===== src/rtl/btb_update.sv =====
// btb_update -- write side of the branch target buffer.
//
// Takes resolved control transfers from EX and decides whether the BTB entry
// must be allocated, retargeted or invalidated. Resulting write packets are
// queued in a small FIFO and drained one per cycle onto the BTB write port.
// The block also owns the full-table clear sweep, which runs after reset and
// after a flush request. Pending updates are drained before the sweep starts.
//
// Optional feature macro: BTB_HYST_EN
//   When defined, a 2-bit confidence counter per BTB index adds hysteresis.
//   A not-taken branch that hit only invalidates its entry once confidence
//   has decayed to 1 or 0. When undefined, every not-taken hit invalidates
//   its entry, and no counters are built.
//
// Ports
//   clk, rst_n            clock (rising edge), asynchronous active-low reset
//   ex_valid / ex_ready   EX update handshake (ex_ready is combinational)
//   ex_pc, ex_taken       branch PC and its resolved direction
//   ex_target             resolved target (meaningful when taken)
//   ex_btb_hit/pred_pc    fetch-time BTB lookup result carried down the pipe
//   flush_req             one-cycle request for a full BTB invalidate
//   flush_busy            drain or sweep in progress (registered)
//   btb_we/waddr/wd       BTB write port, wd = {valid, tag, target} (registered)
module btb_update #(
  parameter int DEPTH = 4,
  parameter int PC_W  = 17,
  parameter int IDX_W = 5
) (
  input  logic                          clk,
  input  logic                          rst_n,
  input  logic                          ex_valid,
  output logic                          ex_ready,
  input  logic [PC_W-1:0]               ex_pc,
  input  logic                          ex_taken,
  input  logic [PC_W-1:0]               ex_target,
  input  logic                          ex_btb_hit,
  input  logic [PC_W-1:0]               ex_pred_pc,
  input  logic                          flush_req,
  output logic                          flush_busy,
  output logic                          btb_we,
  output logic [IDX_W-1:0]              btb_waddr,
  output logic [PC_W+(PC_W-IDX_W-2):0]  btb_wd
);

  localparam int TAG_W = PC_W - IDX_W - 2;
  localparam int WD_W  = 1 + TAG_W + PC_W;
  localparam int ENT_W = IDX_W + WD_W;
  localparam int NENT  = 1 << IDX_W;
  localparam int PTR_W = $clog2(DEPTH);
  localparam int CNT_W = PTR_W + 1;

  typedef enum logic [1:0] {
    ST_IDLE,
    ST_DRAIN,
    ST_SWEEP
  } state_t;

  state_t               state_q, state_d;
  logic [IDX_W-1:0]     sweep_idx_q, sweep_idx_d;
  logic [PTR_W-1:0]     wr_ptr_q, wr_ptr_d;
  logic [PTR_W-1:0]     rd_ptr_q, rd_ptr_d;
  logic [CNT_W-1:0]     count_q, count_d;
  logic                 btb_we_q, btb_we_d;
  logic [IDX_W-1:0]     btb_waddr_q, btb_waddr_d;
  logic [WD_W-1:0]      btb_wd_q, btb_wd_d;
  logic                 flush_busy_q, flush_busy_d;

  // Each FIFO entry carries the write index alongside the BTB data word.
  logic [ENT_W-1:0]     fifo_mem [DEPTH];
  logic [ENT_W-1:0]     fifo_head;

  logic                 fifo_full;
  logic                 fifo_empty;
  logic                 accept;
  logic                 push_en;
  logic                 pop_en;
  logic [ENT_W-1:0]     push_data;
  logic [IDX_W-1:0]     ex_idx;
  logic [TAG_W-1:0]     ex_tag;
  logic                 unused_pc_lsb;

  assign ex_idx        = ex_pc[IDX_W+1:2];
  assign ex_tag        = ex_pc[PC_W-1:IDX_W+2];
  // Instruction-aligned PCs: the two low bits never reach the BTB.
  assign unused_pc_lsb = ^ex_pc[1:0];

  assign fifo_full  = (count_q == CNT_W'(DEPTH));
  assign fifo_empty = (count_q == '0);
  assign fifo_head  = fifo_mem[rd_ptr_q];

  // A flush request takes priority over an update presented in the same cycle.
  assign ex_ready = (state_q == ST_IDLE) && !fifo_full && !flush_req;
  assign accept   = ex_valid && ex_ready;

  // The sweep owns the write port, so the queue is only drained outside it.
  assign pop_en   = (state_q != ST_SWEEP) && !fifo_empty;

`ifdef BTB_HYST_EN
  logic [1:0] ctr_q [NENT];
  logic [1:0] ctr_d [NENT];
`endif

  // Update decision: what (if anything) to write for an accepted update.
  always_comb begin
    push_en   = 1'b0;
    push_data = {ex_idx, 1'b1, ex_tag, ex_target};
`ifdef BTB_HYST_EN
    ctr_d     = ctr_q;
`endif
    if (accept) begin
      if (ex_taken) begin
        if (!ex_btb_hit || (ex_pred_pc != ex_target)) begin
          // Missing or wrong target: allocate/retarget, confidence restarts.
          push_en = 1'b1;
`ifdef BTB_HYST_EN
          ctr_d[ex_idx] = 2'd1;
`endif
        end else begin
`ifdef BTB_HYST_EN
          if (ctr_q[ex_idx] != 2'd3) begin
            ctr_d[ex_idx] = ctr_q[ex_idx] + 2'd1;
          end
`endif
        end
      end else if (ex_btb_hit) begin
`ifdef BTB_HYST_EN
        if (ctr_q[ex_idx] <= 2'd1) begin
          push_en       = 1'b1;
          push_data     = {ex_idx, 1'b0, ex_tag, {PC_W{1'b0}}};
          ctr_d[ex_idx] = 2'd0;
        end else begin
          ctr_d[ex_idx] = ctr_q[ex_idx] - 2'd1;
        end
`else
        push_en   = 1'b1;
        push_data = {ex_idx, 1'b0, ex_tag, {PC_W{1'b0}}};
`endif
      end
    end
  end

  // FIFO bookkeeping; pointers wrap naturally because DEPTH is a power of 2.
  always_comb begin
    wr_ptr_d = wr_ptr_q;
    rd_ptr_d = rd_ptr_q;
    count_d  = count_q;
    if (push_en) begin
      wr_ptr_d = wr_ptr_q + PTR_W'(1);
    end
    if (pop_en) begin
      rd_ptr_d = rd_ptr_q + PTR_W'(1);
    end
    if (push_en && !pop_en) begin
      count_d = count_q + CNT_W'(1);
    end else if (!push_en && pop_en) begin
      count_d = count_q - CNT_W'(1);
    end
  end

  // Control FSM and write-port output selection.
  always_comb begin
    state_d     = state_q;
    sweep_idx_d = sweep_idx_q;
    btb_we_d    = 1'b0;
    btb_waddr_d = btb_waddr_q;
    btb_wd_d    = btb_wd_q;

    case (state_q)
      ST_IDLE: begin
        if (flush_req) begin
          state_d = ST_DRAIN;
        end
      end
      ST_DRAIN: begin
        if (fifo_empty) begin
          state_d     = ST_SWEEP;
          sweep_idx_d = '0;
        end
      end
      ST_SWEEP: begin
        btb_we_d    = 1'b1;
        btb_waddr_d = sweep_idx_q;
        btb_wd_d    = '0;
        sweep_idx_d = sweep_idx_q + IDX_W'(1);
        if (sweep_idx_q == IDX_W'(NENT - 1)) begin
          state_d = ST_IDLE;
        end
      end
      default: begin
        state_d = ST_SWEEP;
      end
    endcase

    if (pop_en) begin
      btb_we_d    = 1'b1;
      btb_waddr_d = fifo_head[ENT_W-1:WD_W];
      btb_wd_d    = fifo_head[WD_W-1:0];
    end
  end

  assign flush_busy_d = (state_d != ST_IDLE);

  always_ff @(posedge clk or negedge rst_n) begin
    if (!rst_n) begin
      state_q      <= ST_SWEEP;
      sweep_idx_q  <= '0;
      wr_ptr_q     <= '0;
      rd_ptr_q     <= '0;
      count_q      <= '0;
      btb_we_q     <= 1'b0;
      btb_waddr_q  <= '0;
      btb_wd_q     <= '0;
      flush_busy_q <= 1'b1;
    end else begin
      state_q      <= state_d;
      sweep_idx_q  <= sweep_idx_d;
      wr_ptr_q     <= wr_ptr_d;
      rd_ptr_q     <= rd_ptr_d;
      count_q      <= count_d;
      btb_we_q     <= btb_we_d;
      btb_waddr_q  <= btb_waddr_d;
      btb_wd_q     <= btb_wd_d;
      flush_busy_q <= flush_busy_d;
    end
  end

  // Queue storage needs no reset: the pointers and count define what is valid.
  always_ff @(posedge clk) begin
    if (push_en) begin
      fifo_mem[wr_ptr_q] <= push_data;
    end
  end

`ifdef BTB_HYST_EN
  always_ff @(posedge clk or negedge rst_n) begin
    if (!rst_n) begin
      for (int i = 0; i < NENT; i++) begin
        ctr_q[i] <= 2'd0;
      end
    end else begin
      ctr_q <= ctr_d;
    end
  end
`endif

  assign btb_we     = btb_we_q;
  assign btb_waddr  = btb_waddr_q;
  assign btb_wd     = btb_wd_q;
  assign flush_busy = flush_busy_q;

endmodule

===== config.mk =====
export PLATFORM = sky130hd
export DESIGN_NAME = btb_update
export DESIGN_NICKNAME = d
export VERILOG_FILES = /design/src/rtl/btb_update.sv
export SDC_FILE = /design/constraint.sdc
export NUM_CORES = 1
export LEC_CHECK = 0
export ABC_AREA = 1
export CORE_ASPECT_RATIO = 0.75
export CORE_MARGIN = 2
export CORE_UTILIZATION = 55
export CTS_CLUSTER_DIAMETER = 80
export DETAILED_ROUTE_END_ITERATION = 10
export GPL_ROUTABILITY_DRIVEN = 1
export PLACE_DENSITY = 0.81
export SETUP_SLACK_MARGIN = 0.5
export SLEW_MARGIN = 20
export SYNTH_ARGS = -nofsm -noshare
export SYNTH_HDL_FRONTEND = slang
export SYNTH_SLANG_ARGS = --single-unit

===== constraint.sdc =====
create_clock -name clk -period 5.25 [get_ports clk]
set_input_delay 0.525 -clock clk [delete_from_list [all_inputs] [get_ports clk]]
set_output_delay 0.525 -clock clk [all_outputs]
set_load 0.01 [all_outputs]

==> impl_results.md, run 1 <==
* Status: complete, no violations
* Drt pass-1 iters at 5
* Hold Slack at 0.203 ns
* Max-slew headroom at 0.378
* Layout area overhead at 21.3%
* Startpoint types: flop
* Vias at about 5000
* Routability Congestion at 0.833
* DRC at 0
* Setup TNS at 0 ns
* R2R Path Start: rd_ptr_q[0]
* Critical path peak fanout at 69
* Fmax at between 300 and 400 MHz
* EDFF count, synth at approximately 130
* H-tree Lvls at 4
* Vias in the first global route at 5007
* Fin crit period at just under 3 ns
* PortBufs at 90
* GRT overflow at 0
* Die Wd at roughly 140 µm
* Finish-stage setup viols at 0
* Initial Util at 0.571
* Uppermost routed layer: met4
* CTS tree: yes
* Postcts setup bufs at 0
* Dpl cells at 880
* Share of post-route cells with drive strength above 1 at 0.0796
* Post-route ant nets at 0
* # hold bufs at CTS at 0
* TritonCTS Buffers at 17
* Crit. Startpoint: rd_ptr_q[0]
* FFs w/ async S/R, synth at 0.271
* Hold Path Class: in -> async
* Max Cap Viol at 0
* Die Ht at 105 µm
* CP Data Required Time at 5.57 ns
* Worst-margin pin slew at about 0.93 ns
* Fin util at 0.693
* CTS Buffer Depth at 2
* PD cells at 525 mW/mm²
* Die area at 0.0146 mm²
* VDD IR max at approximately 0.0005 V
* Max Slew Vio Count at 0
* Site row count at 36
* Core footprint at 0.0132 mm²
* Wirelength per Cell at about 17 µm
* Routed vias/inst at 5.62
* Synth Area per Inst at 11.7 µm²
* Post-Layout Cell Count at around 910
* WS Path Type: reg -> reg
* RSZ-0062 raised after global routing: no
* CTS resizes at 0
* Drt initial violations at 412
* Worst path arrival time at between 3 and 4 ns
* Mapped Cells at 644
* Final wirelength at 15.9 mm
* Worst Clk Skew at 0.00743 ns
* Post-synthesis sequential area ratio at 0.691
* Largest net degree at the start of global routing at 70
* Clock latency at the later pin of the worst-skew pair at 0.43 ns
* Clk slew on worst S/H paths at 0.07 ns
* Distinct cells, synth at 33
* WL met1 at 6.86 mm
* Synth Flop Type: edfxtp_1
* Leakage power figure at around 3.6 nW
* TritonCTS Sinks at 181
* Tcrit/Tclk final at 0.556
* Antenna violations before repair at 0
* WL met3 at 1.21 mm
* Nets at approximately 790
* Clock Tree Root: clkbuf_16
* Setup crit end kind: flop
* Final hold viol count at 0
* Total I/O pin count at 93
* Setup WS post-layout at approximately 2.3 ns
* Hpwl dp at 9.64 mm
* Ant diodes at 0
* Met2 routed WL at 7.60 mm
* Mapped Nets at 709
* GRT Total Usage at 0.227
* Yosys warnings at 0
* Pre-CTS setup slack at 1.99 ns
* First-pass GRT wire length at 25.5 mm
* #FFs+latches synth at 181
* Post-Synthesis Cell Area at 0.00751 mm²
## cell type report
type                       count  area [µm²]
clock inverter                14         104
clock buffer                  18         429
sequential                   181        5200
timing repair buffer          98         956
fill                         894        4040
inverter                      52         198
multi-input combinational    378        2010
tap                          171         214
## report_power, final
part	internal (W)	total, W	switching [W]
sequential	0.00178	0.00201	0.000227
combinational	0.000679	0.00162	0.000942
clock	0.000608	0.00115	0.000543
## cells in the final DEF (no fill, tap or decap), drive strengths merged, types with 3 or more instances in the layout
cell type / count
clkinvlp: 4
nor2: 46
a21boi: 4
nand3: 41
o211ai: 3
dfrtp: 47
o21ai: 18
clkdlybuf4s50: 89
clkinv: 8
nand2: 156
ha: 7
a21oi: 58
edfxtp: 132
xnor2: 4
clkbuf: 18
inv: 54
a221o: 28
buf: 9
o22ai: 5
## flip-flops by register name, indices dropped and copies added, names as in the netlist
| signal | cells |
|---|---|
| sweep_idx_q | 5 |
| count_q | 3 |
| rd_ptr_q | 2 |
| wr_ptr_q | 2 |
| state_q | 2 |
| flush_busy | 1 |
| btb_we | 1 |
| btb_waddr | 5 |
| btb_wd | 28 |
| fifo_mem | 132 |
## cells by family after synthesis
family | synth area share
AND/OR/NAND/NOR | 0.136
adder cells (fa/ha/maj) | 0.0143
AO/OA/AOI/OAI | 0.103
buffers and inverters | 0.0466
flip-flops | 0.691
multiplexers | 0.00150
XOR/XNOR | 0.00700
## stage by stage
stage / instance area (µm²) / total power, W
floorplan: 7510 / 0.00300
global placement: 8570 / 0.00355
detailed placement: 8570 / 0.00365
CTS: 9100 / 0.00480
global route: 9110 / 0.00505
finish: 9110 / 0.00478
## worst paths after layout
kind | endpoint | cells past startpoint | slack, ns
min | btb_waddr[2] | 2 | 0.20
max in group asynchronous | rd_ptr_q[0] | 2 | 4.53
min reg2reg | btb_wd[4] | 2 | 0.51
max | btb_waddr[1] | 5 | 2.33
min in group clk | btb_wd[4] | 2 | 0.51
max reg2reg | btb_waddr[1] | 5 | 2.33
## cells in the mapped netlist (2+ instances only)
library cell,instances,area [µm²]
nand2_1,154,578
edfxtp_1,132,3960
a21oi_1,58,290
inv_1,49,184
dfrtp_1,47,1180
nor2_1,43,161
nand3_1,41,205
a221o_1,28,280
o21ai_0,17,85.1
clkbuf_1,16,60.1
buf_2,15,75.1
ha_1,7,87.6
o22ai_1,5,31.3
a21boi_0,4,30.0
xnor2_1,4,35.0
o211ai_1,3,22.5
dfstp_2,2,52.6
nand2_2,2,12.5
nor2_4,2,22.5
xor2_1,2,17.5
## worst max-delay path, cell delays in order (launching register included)
cell	delay, ns
dfrtp_4	0.94
clkinv_2	0.94
o21ai_0	0.50
o22ai_1	0.12
nor2_1	0.16
o21ai_1	0.08
## routing by layer
| metal | track usage | up-vias |
|---|---|---|
| met5 | 0 | - |
| met4 | 0.0844 | 0 |
| met3 | 0.0559 | 23 |
| met2 | 0.357 | 210 |
| met1 | 0.309 | 2481 |
| li1 | - | 2414 |
(Power assumes the default switching activity.)
==> run 2: changes to the inputs <==
==> constraint.sdc (replaced) <==
create_clock -name clk -period 3 [get_ports clk]
set_input_delay 0.3 -clock clk [delete_from_list [all_inputs] [get_ports clk]]
set_output_delay 0.3 -clock clk [all_outputs]
set_load 0.01 [all_outputs]
==> run 2 against run 1 <==
Critical path depth increased by 8. Final area increased by 2.1%. Sequential cell count unchanged. First-iteration DRC count increased by 18%. Combinational power increased by 94%. Sequential share of layout area decreased by 1.2 points. Core utilization increased by 1.5 points. Non-clock buffer count increased by 18. Largest cell class unchanged.
==> impl_results.md, run 2 (synthesis results as in run 1) <==
* Drt initial violations at 485
* Clk pwr share at 0.247
* Max-slew headroom at 0.473
* TritonCTS Buffers at 17
* H-tree Lvls at 4
* GRT Total Usage at 0.238
* Antenna violations before repair at 0
* PortBufs at 90
* Clock latency at the later pin of the worst-skew pair at 0.43 ns
* RSZ-0062 raised after global routing: no
* Most frequent cells in the layout: 153 x nand2_1, 132 x edfxtp_1, 89 x clkdlybuf4s50_1
* Critical R2R Capture: count_q[2]
* Ant diodes at 0
* Finish-stage setup viols at 0
* TritonCTS Sinks at 181
* Max Cap Viol at 0
* Die Ht at approximately 110 µm
* CP top delay family: adder cells
* Total I/O pin count at 93
* Startpoint types: flop
* Clock Tree Root: clkbuf_16
* Layout fillers at 884
* Tcrit/Tclk final at 0.811
* CP Data Required Time at 3.33 ns
* Comb pwr share at 0.364
* Drt pass-1 iters at 5
* Core footprint at 0.0132 mm²
* Clk slew on worst S/H paths at 0.07 ns
* Crit-path max cell delay at 0.40 ns
* CTS Buffer Depth at 2
* Nets at between 800 and 900
* Setup crit end kind: flop
* Final wirelength at 16.8 mm
* Max Slew Vio Count at 0
* Buf/Inv on CP at 2
* Commonest non-fill, non-tap cell in the layout: nand2_1
* Worst-margin pin slew at 0.789 ns
* Setup WS post-layout at roughly 0.57 ns
* PD cells at 930 mW/mm²
* Fin crit period at 2.43 ns
* Leakage power figure at between 3 and 4 nW
* CP cell instances: inv_2 -> nand2_2 -> a211oi_4 -> nand2_1 -> nor2_1 -> nand2_2 -> nand2_4 -> ha_2 -> inv_2 -> fa_2 -> a21oi_2 -> o21ai_2 -> xnor2_1
* Worst path slowest cell: dfrtp_1
* R2R setup slack at 0.57 ns
* Die Wd at 139 µm
* WS Path Type: reg -> reg
* Sequential share of power at 0.388
* Wirelength per Cell at around 18 µm
* Die area at 0.0146 mm²
* Largest net degree at the start of global routing at 69
* Hpwl dp at about 10 mm
* Status: complete, no violations
* Setup TNS at 0 ns
* Pre-CTS setup slack at between 0.3 and 0.4 ns
* Fmax at about 400 MHz
* GRT overflow at 0
* Initial Util at 0.571
* Layout area overhead at 23.9%
* Worst Clk Skew at 0.00849 ns
* P_int at 0.00558 W
* Largest register FFs at 132
* Vias at ~5300
* Routed vias/inst at 5.71
* Final hold viol count at 0
* Worst path arrival time at 2.76 ns
* Site row count at 36
* Critical path peak fanout at 3
* Routability Congestion at 0.817
* Vias in the first global route at between 5000 and 6000
* CTS tree: yes
* DRC at 0
* Post-route ant nets at 0
* Switching power at just over 0.003 W
* Sw frac at 0.356
* First-pass GRT wire length at around 27 mm
* VDD IR max at 0.000686 V
* Worst r2r path cells at 13
* Largest Register: fifo_mem
* Share of post-route cells with drive strength above 1 at 0.115
* Hold Path Class: in -> async
* R2R Path Start: state_q[0]
-- run 2: changes by cell type in the layout (fill, tap and decap cells not counted), sizes merged --
| cell | before | now |
|---|---|---|
| bufinv | 0 | 1 |
| clkbuf | 18 | 17 |
| dlygate4sd3 | 0 | 1 |
| clkinv | 8 | 6 |
| buf | 9 | 26 |
| clkinvlp | 4 | 3 |
| inv | 54 | 57 |
-- run 2: worst max path at each step --
stage | slack, ns | startpoint | cells past startpoint | endpoint
global placement | 0.40 | ex_target[1] | 14 | count_q[1]
global route | 0.43 | state_q[0] | 13 | count_q[2]
floorplan | 0.39 | count_q[0] | 6 | fifo_mem[0][0]
CTS | 0.54 | state_q[0] | 13 | count_q[2]
detailed placement | 0.30 | flush_req | 12 | count_q[2]
finish | 0.57 | state_q[0] | 13 | count_q[2]
-- run 2: power by group through the flow --
stage | Clock [W] | Sequential (W) | Combinational [W]
6_report | 0.00214 | 0.00336 | 0.00315
3_5_place_dp | 0 | 0.00341 | 0.00302
4_1_cts | 0.00217 | 0.00337 | 0.00307
2_1_floorplan | 0 | 0.00347 | 0.00179
5_1_grt | 0.00228 | 0.00340 | 0.00344
3_3_place_gp | 0 | 0.00339 | 0.00289
-- run 2: worst register-to-register path: stages (launching register included) --
cell and delay (ns):
dfrtp_1 0.40, inv_2 0.08, nand2_2 0.08, a211oi_4 0.30, nand2_1 0.10, nor2_1 0.14
nand2_2 0.10, nand2_4 0.08, ha_2 0.18, inv_2 0.06, fa_2 0.38, a21oi_2 0.15
o21ai_2 0.09, xnor2_1 0.22
-- run 2: layout make-up --
cell class | instances | area (µm²) | area share
Clock buffer | 17 | 425 | 0.0457
Clock inverter | 15 | 145 | 0.0156
Inverter | 52 | 196 | 0.0211
Multi-Input combinational cell | 378 | 2030 | 0.218
Sequential cell | 181 | 5200 | 0.559
Tap cell | 171 | 214 | 0.0230
Timing Repair Buffer | 116 | 1090 | 0.118
-- run 2: what timing repair did --
action                                  CTS  global route
pin swaps                                 1             6
gates resized for setup                   3             9
endpoints found under the setup margin    1             1
gates cloned                              0             0
setup buffers                             2             4
hold buffers                              1             0
hold endpoints to repair                 30             0
-- run 2: stage by stage --
step,utilization,hold slack (ns),cell area (µm²),instances,power [W]
2_1_floorplan,-,0.00441,7520,644,0.00525
3_3_place_gp,0.658,0.409,8650,891,0.00628
3_5_place_dp,0.658,0.420,8650,891,0.00644
4_1_cts,0.703,0.490,9250,926,0.00860
5_1_grt,0.707,0.502,9300,930,0.00913
6_report,0.707,0.491,9300,930,0.00866
-- run 2: routing by layer --
layer  routed length (µm)  track usage  share of wire  vias to the layer above
met3                 1350       0.0683          0.080                       28
li1                     -            -              -                     2457
met5                    0            0              0                        -
met4                  289       0.0743          0.017                        0
met1                 6870        0.305           0.41                     2579
met2                 8340        0.398           0.49                      248
